[config.mk]
export PLATFORM = sky130hd
export DESIGN_NAME = if_flow_ctrl_flat
export DESIGN_NICKNAME = d
export VERILOG_FILES = /design/src/rtl/if_flow_ctrl_pkg.sv /design/src/rtl/if_flow_ctrl_if.sv /design/src/rtl/if_flow_ctrl_redirect_buf.sv /design/src/rtl/if_flow_ctrl.sv /design/src/flat_wrapper.sv
export SDC_FILE = /design/constraint.sdc
export NUM_CORES = 1
export LEC_CHECK = 0
export ABC_CLOCK_PERIOD_IN_PS = 2310
export BUFFER_PORTS_ARGS = -buffer_cell sky130_fd_sc_hd__buf_2
export CELL_PAD_IN_SITES_DETAIL_PLACEMENT = 0
export CELL_PAD_IN_SITES_GLOBAL_PLACEMENT = 1
export CORE_ASPECT_RATIO = 0.8
export CORE_UTILIZATION = 40
export DETAILED_ROUTE_END_ITERATION = 8
export PLACE_DENSITY_LB_ADDON = 0.1
export SLEW_MARGIN = 20
export SYNTH_ARGS = -nofsm -noshare
export SYNTH_HDL_FRONTEND = slang
export SYNTH_HIERARCHICAL = 1
export SYNTH_SLANG_ARGS = --single-unit
[constraint.sdc]
create_clock -name clk -period 2.31 [get_ports clk]
set_input_delay 0.462 -clock clk [delete_from_list [all_inputs] [get_ports clk]]
set_output_delay 0.462 -clock clk [all_outputs]
set_load 0.03 [all_outputs]
[src/rtl/if_flow_ctrl_pkg.sv]
// Shared definitions for the IF-stage flow controller: FSM state encodings,
// redirect priority levels and the bubble instruction used by IF/ID on flush.
package if_ctrl_pkg;

  typedef enum logic [1:0] {
    IFC_RUN      = 2'd0,
    IFC_STALL    = 2'd1,
    IFC_WAIT_MEM = 2'd2,
    IFC_FLUSH    = 2'd3
  } ifc_state_e;

  // Higher value wins; equal priority lets the newer request replace the older one.
  localparam logic [1:0] PRIO_NONE   = 2'd0;
  localparam logic [1:0] PRIO_STALL  = 2'd1;
  localparam logic [1:0] PRIO_BRANCH = 2'd2;
  localparam logic [1:0] PRIO_EXC    = 2'd3;

  localparam logic [31:0] IFC_NOP = 32'hE600_0000;

  function automatic logic [1:0] req_prio(input logic is_exc);
    return is_exc ? PRIO_EXC : PRIO_BRANCH;
  endfunction

endpackage

[src/rtl/if_flow_ctrl_if.sv]
// Request/control bundle between the ID/EX hazard logic and the IF flow controller.
// Extra performance-counter signals exist only when IF_CTRL_PERF_EN is defined.
interface if_flow_ctrl_if #(
  parameter int ADDR_W = 32
);

  logic              stall_req;
  logic              branch_taken;
  logic [ADDR_W-1:0] branch_target;
  logic              exc_req;
  logic [ADDR_W-1:0] exc_vector;
  logic              imem_ready;

  logic              pc_write_en;
  logic [ADDR_W-1:0] branch_target_addr;
  logic              pc_hold;
  logic              ifid_stall;
  logic              ifid_flush;
  logic [1:0]        ctrl_state;

`ifdef IF_CTRL_PERF_EN
  logic [31:0]       redirect_cnt;
  logic [31:0]       stall_cnt;

  modport master (
    output stall_req, branch_taken, branch_target, exc_req, exc_vector, imem_ready,
    input  pc_write_en, branch_target_addr, pc_hold, ifid_stall, ifid_flush, ctrl_state,
    input  redirect_cnt, stall_cnt
  );

  modport slave (
    input  stall_req, branch_taken, branch_target, exc_req, exc_vector, imem_ready,
    output pc_write_en, branch_target_addr, pc_hold, ifid_stall, ifid_flush, ctrl_state,
    output redirect_cnt, stall_cnt
  );
`else
  modport master (
    output stall_req, branch_taken, branch_target, exc_req, exc_vector, imem_ready,
    input  pc_write_en, branch_target_addr, pc_hold, ifid_stall, ifid_flush, ctrl_state
  );

  modport slave (
    input  stall_req, branch_taken, branch_target, exc_req, exc_vector, imem_ready,
    output pc_write_en, branch_target_addr, pc_hold, ifid_stall, ifid_flush, ctrl_state
  );
`endif

endinterface

[src/rtl/if_flow_ctrl_redirect_buf.sv]
// Single-entry redirect buffer: holds one target while instruction memory is busy.
// An exception replaces anything; a branch never replaces a pending exception.
module if_redirect_buf
  import if_ctrl_pkg::*;
#(
  parameter int ADDR_W = 32
) (
  input  logic              clk,
  input  logic              reset,
  input  logic              req_valid,
  input  logic              req_is_exc,
  input  logic [ADDR_W-1:0] req_target,
  input  logic              commit,
  input  logic              clear,
  output logic [ADDR_W-1:0] win_target
);

  logic              valid_q;
  logic              is_exc_q;
  logic [ADDR_W-1:0] target_q;
  logic              take;

  // The incoming request wins if the slot is empty or it is at least as urgent.
  always_comb begin
    take = req_valid && (!valid_q || (req_prio(req_is_exc) >= req_prio(is_exc_q)));
  end

  assign win_target = take ? req_target : target_q;

  always_ff @(posedge clk) begin
    if (reset) begin
      valid_q  <= 1'b0;
      is_exc_q <= 1'b0;
      target_q <= '0;
    end else if (clear) begin
      valid_q  <= 1'b0;
      is_exc_q <= 1'b0;
    end else if (commit && take) begin
      valid_q  <= 1'b1;
      is_exc_q <= req_is_exc;
      target_q <= req_target;
    end
  end

endmodule

[src/rtl/if_flow_ctrl.sv]
// IF-stage sequencing controller: turns exception/branch/load-use requests into
// registered PC and IF/ID controls. Optional counters under IF_CTRL_PERF_EN.
module if_flow_ctrl
  import if_ctrl_pkg::*;
#(
  parameter int                ADDR_W       = 32,
  parameter int                FLUSH_CYCLES = 1,
  parameter logic [ADDR_W-1:0] RESET_VECTOR = '0
) (
  input  logic          clk,
  input  logic          reset,
  if_flow_ctrl_if.slave bus
);

  localparam logic [1:0] FLUSH_LOAD = 2'(FLUSH_CYCLES - 1);

  ifc_state_e        state_q, state_d;
  logic              pc_we_q, pc_we_d;
  logic [ADDR_W-1:0] addr_q, addr_d;
  logic              hold_q, hold_d;
  logic              istall_q, istall_d;
  logic              iflush_q, iflush_d;
  logic [1:0]        cnt_q, cnt_d;

  logic              redirect;
  logic              req_is_exc;
  logic [ADDR_W-1:0] req_target;
  logic              buf_commit;
  logic              buf_clear;
  logic [ADDR_W-1:0] win_target;

  always_comb begin
    redirect   = bus.exc_req | bus.branch_taken;
    req_is_exc = bus.exc_req;
    req_target = bus.exc_req ? bus.exc_vector : bus.branch_target;
  end

  if_redirect_buf #(
    .ADDR_W (ADDR_W)
  ) u_redirect_buf (
    .clk        (clk),
    .reset      (reset),
    .req_valid  (redirect),
    .req_is_exc (req_is_exc),
    .req_target (req_target),
    .commit     (buf_commit),
    .clear      (buf_clear),
    .win_target (win_target)
  );

  // Next-state and next-output logic; every output is registered below.
  always_comb begin
    state_d    = state_q;
    pc_we_d    = 1'b0;
    addr_d     = addr_q;
    hold_d     = 1'b0;
    istall_d   = 1'b0;
    iflush_d   = 1'b0;
    cnt_d      = cnt_q;
    buf_commit = 1'b0;
    buf_clear  = 1'b0;

    unique case (state_q)
      IFC_RUN, IFC_STALL, IFC_FLUSH: begin
        if (redirect) begin
          if (bus.imem_ready) begin
            pc_we_d  = 1'b1;
            addr_d   = win_target;
            iflush_d = 1'b1;
            cnt_d    = FLUSH_LOAD;
            state_d  = IFC_FLUSH;
          end else begin
            buf_commit = 1'b1;
            hold_d     = 1'b1;
            iflush_d   = 1'b1;
            state_d    = IFC_WAIT_MEM;
          end
        end else if (state_q == IFC_FLUSH) begin
          // Stall requests are ignored until the bubble sequence is complete.
          if (cnt_q == 2'd0) begin
            state_d = IFC_RUN;
          end else begin
            cnt_d    = cnt_q - 2'd1;
            iflush_d = 1'b1;
          end
        end else if (bus.stall_req) begin
          hold_d   = 1'b1;
          istall_d = 1'b1;
          state_d  = IFC_STALL;
        end else begin
          state_d = IFC_RUN;
        end
      end

      IFC_WAIT_MEM: begin
        if (bus.imem_ready) begin
          buf_clear = 1'b1;
          pc_we_d   = 1'b1;
          addr_d    = win_target;
          iflush_d  = 1'b1;
          cnt_d     = FLUSH_LOAD;
          state_d   = IFC_FLUSH;
        end else begin
          buf_commit = redirect;
          hold_d     = 1'b1;
          iflush_d   = 1'b1;
        end
      end

      default: state_d = IFC_RUN;
    endcase
  end

  always_ff @(posedge clk) begin
    if (reset) begin
      state_q  <= IFC_RUN;
      pc_we_q  <= 1'b0;
      addr_q   <= RESET_VECTOR;
      hold_q   <= 1'b0;
      istall_q <= 1'b0;
      iflush_q <= 1'b0;
      cnt_q    <= 2'd0;
    end else begin
      state_q  <= state_d;
      pc_we_q  <= pc_we_d;
      addr_q   <= addr_d;
      hold_q   <= hold_d;
      istall_q <= istall_d;
      iflush_q <= iflush_d;
      cnt_q    <= cnt_d;
    end
  end

  assign bus.pc_write_en        = pc_we_q;
  assign bus.branch_target_addr = addr_q;
  assign bus.pc_hold            = hold_q;
  assign bus.ifid_stall         = istall_q;
  assign bus.ifid_flush         = iflush_q;
  assign bus.ctrl_state         = state_q;

`ifdef IF_CTRL_PERF_EN
  logic [31:0] redirect_cnt_q;
  logic [31:0] stall_cnt_q;

  // Counters track the visible outputs, so they lag the request by one cycle.
  always_ff @(posedge clk) begin
    if (reset) begin
      redirect_cnt_q <= 32'd0;
      stall_cnt_q    <= 32'd0;
    end else begin
      if (pc_we_q)  redirect_cnt_q <= redirect_cnt_q + 32'd1;
      if (istall_q) stall_cnt_q    <= stall_cnt_q + 32'd1;
    end
  end

  assign bus.redirect_cnt = redirect_cnt_q;
  assign bus.stall_cnt    = stall_cnt_q;
`endif

endmodule

[src/flat_wrapper.sv]
// flat-port wrapper written by rule: the top's interface ports become plain ports
module if_flow_ctrl_flat import if_ctrl_pkg::*;
#(
  parameter int                ADDR_W       = 32,
  parameter int                FLUSH_CYCLES = 1,
  parameter logic [ADDR_W-1:0] RESET_VECTOR = '0
)
  (clk, reset, bus_stall_req, bus_branch_taken, bus_branch_target, bus_exc_req, bus_exc_vector, bus_imem_ready, bus_pc_write_en, bus_branch_target_addr, bus_pc_hold, bus_ifid_stall, bus_ifid_flush, bus_ctrl_state);
  if_flow_ctrl_if #(.ADDR_W(ADDR_W)) bus_i ();
  input  logic clk;
  input  logic reset;
  input wire logic [$bits(bus_i.stall_req)-1:0] bus_stall_req;
  input wire logic [$bits(bus_i.branch_taken)-1:0] bus_branch_taken;
  input wire logic [$bits(bus_i.branch_target)-1:0] bus_branch_target;
  input wire logic [$bits(bus_i.exc_req)-1:0] bus_exc_req;
  input wire logic [$bits(bus_i.exc_vector)-1:0] bus_exc_vector;
  input wire logic [$bits(bus_i.imem_ready)-1:0] bus_imem_ready;
  output wire logic [$bits(bus_i.pc_write_en)-1:0] bus_pc_write_en;
  output wire logic [$bits(bus_i.branch_target_addr)-1:0] bus_branch_target_addr;
  output wire logic [$bits(bus_i.pc_hold)-1:0] bus_pc_hold;
  output wire logic [$bits(bus_i.ifid_stall)-1:0] bus_ifid_stall;
  output wire logic [$bits(bus_i.ifid_flush)-1:0] bus_ifid_flush;
  output wire logic [$bits(bus_i.ctrl_state)-1:0] bus_ctrl_state;
  assign bus_i.stall_req = bus_stall_req;
  assign bus_i.branch_taken = bus_branch_taken;
  assign bus_i.branch_target = bus_branch_target;
  assign bus_i.exc_req = bus_exc_req;
  assign bus_i.exc_vector = bus_exc_vector;
  assign bus_i.imem_ready = bus_imem_ready;
  assign bus_pc_write_en = bus_i.pc_write_en;
  assign bus_branch_target_addr = bus_i.branch_target_addr;
  assign bus_pc_hold = bus_i.pc_hold;
  assign bus_ifid_stall = bus_i.ifid_stall;
  assign bus_ifid_flush = bus_i.ifid_flush;
  assign bus_ctrl_state = bus_i.ctrl_state;
  if_flow_ctrl #(.ADDR_W(ADDR_W), .FLUSH_CYCLES(FLUSH_CYCLES), .RESET_VECTOR(RESET_VECTOR)) u_core (.clk(clk), .reset(reset), .bus(bus_i));
endmodule
==> impl_metrics.yaml <==
place:
  dpl.hpwl_mm: 6.47
  port_buffers: 107
  place_area_mm2: 0.00466
  place_inst: 628
  globalplace.congestion: 0.748
detailed_routing:
  first_iter_violations: 152
  num_vias: 3262
  post_drt_wl_per_cell_um: 15.4
  avgViaCountPerCell: 5.07
  dr.pass1.iters: 4
  antenna_left: 0
  wl_mm: 9.89
  drc_errors: 0
critical_path:
  worstPathCellList: "buf_2, nor2_4, inv_2, buf_4, o21a_2, o31ai_1"
  r2r_cells: 5
  cp_max_fo: 35
  worstPathArrival_ns: 1.84
  start_kind: "input port"
  critical-path-slowest-cell: "o21a_2"
  cpPeakStageDelay_ns: 0.69
  r2r-end: "u_core/u_redirect_buf/target_q[5]"
  r2r_start: "u_core/bus.ctrl_state[1]"
  cp_top_family: "compound AO/OA/AOI/OAI gates"
  cp.buffers_inverters: 3
  end_kind: "flip-flop"
  cp.required_ns: 2.50
  path_class: "input port to flip-flop"
  rrSetupSlack_ns: 0.69
clock_tree:
  post_cts_resized: 0
  cts_inserted_buffers: 9
  clkSlewWorstSetupHoldPaths_ns: 0.06
  hold_buffers: 0
  worstSkewPairLatency_ns: 0.33
  cts_tree: "done"
  clk_path_buf_depth: 2
  post_cts_buffers: 0
  htreeDepth: 3
  cts.sinks: 74
  cts_root_buf: "clkbuf_16"
grt:
  grt_overflow: 0
  grt_start_max_net_pins: 36
  track_usage_pct: 19.4
  grt_pass1_vias: 3169
  grt_pass1_wl_mm: 15.9
  antenna_found_initial: 0
timing:
  grt_setup_unrepaired: "no"
  finalCritPeriodShare_pct: 71.7
  hold_slack_ns: 0.433
  max_freq_mhz: 603
  setup_tns_ns: 0
  drv_slew: 0
  post-route-min-period_ns: 1.66
  fin_skew_ns: 0.00502
  tightest_slew_ns: 0.820
  slew_headroom_pct: 45.3
  finalSetupViolCount: 0
  report.final.hold_viol_count: 0
layout:
  n_fill_cell: 940
  area_growth_syn_to_layout_pct: 23.8
  nets: 574
  stdcell_count: 644
  drive_gt1_share_pct: 41.5
  final_cell_area_mm2: 0.00501
  n_antenna_cell: 0
  multi_input_area_mm2: 0.00222
  seq_area_mm2: 0.00148
synthesis:
  synth_cell_types: 37
  synth_seq_area_share_pct: 36.6
  netlist_instances: 410
  synth.top_cell.area_share_pct: 36.6
  synth_commonest_cells: "74 x dfxtp_1, 64 x mux2_2, 64 x nand2b_1"
  syn_avg_cell_area_um2: 9.88
  yosysMostFrequentCell: "dfxtp_1"
  synth_area_mm2: 0.00405
  yosys-top-cells-area: "dfxtp_1 37%, mux2_2 18%, nand2b_1 9.9%"
  ys_ff_latch: 74
  async_flop_share_pct: 0
  yosysTopAreaCell: "dfxtp_1"
  ys.flop_type: "dfxtp_1"
  syn-num-nets: 481
  yosysWarnings: 6
  synth_edf_count: 0
power:
  intPower_mw: 2.75
  power_density_mw_per_mm2: 738
  switching_power_uw: 948
  swShare_pct: 25.6
  power_frac_comb_pct: 17.5
  leakage_nw: 2.04
  ir_drop_v: 0.000366
  clockPowerShare_pct: 44.5
  seqPwrFrac_pct: 38.0
floorplanning:
  dieArea_mm2: 0.0105
  rows: 32
  core-area_mm2: 0.00973
  die_y_um: 92.0
  ios: 108
  start_util_pct: 41.6
  die_w_um: 115
flow_run:
  max_cap_viol_count: 0
worst_hold_path:
  hold_depth: 4
  min_from: "bus_branch_taken"
  worst_hold_path_type: "input port to flip-flop"
  hold_end: "u_core/bus.ifid_stall"
status:
  status: "complete, no violations"
[final cells by class]
class                   instances  share of cell area (%)
clock buffers                  11                    5.04
clock inverters                 5                    2.00
inverters                      36                    2.69
multi-input cells             259                    44.3
flip-flops and latches         74                    29.5
well taps                     136                    3.39
repair buffers                123                    13.1
[sequential cells by signal, summed over array words and instances, names as in the netlist]
register and count:
u_core/bus.ctrl_state 2, u_core/u_redirect_buf/valid_q 1, u_core/u_redirect_buf/target_q 32, u_core/bus.branch_target_addr 32
u_core/bus.pc_hold 1, u_core/cnt_q 2, u_core/bus.ifid_stall 1, u_core/bus.pc_write_en 1
u_core/u_redirect_buf/is_exc_q 1, u_core/bus.ifid_flush 1
[metal layers]
metal	track usage [%]	up-vias	part of all wire (%)
li1	-	1651	-
met1	25.5	1521	49
met2	31.0	82	46
met3	4.89	8	4.6
met4	6.39	0	1.1
met5	0	-	0
[stage by stage]
stage / utilization [%] / setup slack (ns) / power (mW)
final: 51.5 / 0.653 / 3.70
after global routing: 51.5 / 0.556 / 3.86
after CTS: 51.5 / 0.623 / 3.74
after detailed placement: 47.9 / 0.297 / 2.08
after global placement: 47.9 / 0.352 / 2.08
after floorplan: - / 0.275 / 1.90
[power groups by stage]
stage	sequential [mW]	combinational, mW	clock [mW]
after CTS	1.41	0.654	1.68
after detailed placement	1.43	0.652	0
after global placement	1.43	0.642	0
after global routing	1.42	0.702	1.74
after floorplan	1.52	0.384	0
final	1.41	0.649	1.65
[worst min-delay path, cell delays in order]
cell and delay [ns]:
buf_2 0.10, nor2_4 0.04, nand2_1 0.07, nor2_1 0.04
[placed cells by master, fill, tap and decap left out]
| cell type | n |
|---|---|
| nor2_4 | 1 |
| and2_1 | 4 |
| nor3_1 | 3 |
| o2111ai_1 | 32 |
| or3_4 | 1 |
| nor2_1 | 2 |
| mux2_2 | 64 |
| nand2_1 | 4 |
| nor2b_4 | 1 |
| mux2i_1 | 32 |
| nor2b_1 | 2 |
| nand2_2 | 1 |
| nand3_1 | 1 |
| nand2b_1 | 64 |
| nand3b_1 | 1 |
| buf_2 | 107 |
| inv_1 | 34 |
| bufinv_16 | 3 |
| nor3b_4 | 1 |
| clkbuf_16 | 9 |
| o31ai_1 | 32 |
| a311oi_1 | 2 |
| a211oi_1 | 1 |
| ha_1 | 1 |
| inv_2 | 1 |
| a21oi_1 | 2 |
| nor4b_1 | 1 |
| dfxtp_1 | 74 |
| clkbuf_8 | 2 |
| o21a_2 | 1 |
| o21bai_1 | 1 |
| buf_4 | 16 |
| o21ai_0 | 1 |
| o31a_1 | 1 |
| clkinv_1 | 1 |
| a2111oi_2 | 1 |
| a21o_1 | 1 |
| clkinv_2 | 2 |
[kinds of logic after synthesis]
group | Yosys count | synth area share, %
AOI/OAI and AO/OA | 75 | 15.0
muxes | 96 | 25.7
and+or+nand+nor | 87 | 13.4
buffers and inverters | 77 | 9.08
adders and majority gates | 1 | 0.309
DFF | 74 | 36.6
[worst max path at each step]
stage | startpoint | to | slack [ns] | cells after the start
final | bus_exc_req | u_core/bus.branch_target_addr[6] | 0.65 | 6
after global routing | bus_exc_req | u_core/bus.branch_target_addr[10] | 0.56 | 6
after CTS | bus_exc_req | u_core/bus.branch_target_addr[6] | 0.62 | 6
after detailed placement | bus_exc_req | u_core/bus.pc_write_en | 0.30 | 6
after global placement | bus_imem_ready | u_core/u_redirect_buf/target_q[10] | 0.35 | 6
after floorplan | bus_exc_req | u_core/bus.branch_target_addr[2] | 0.28 | 10
No activity file was read; power rests on OpenSTA's default activity.
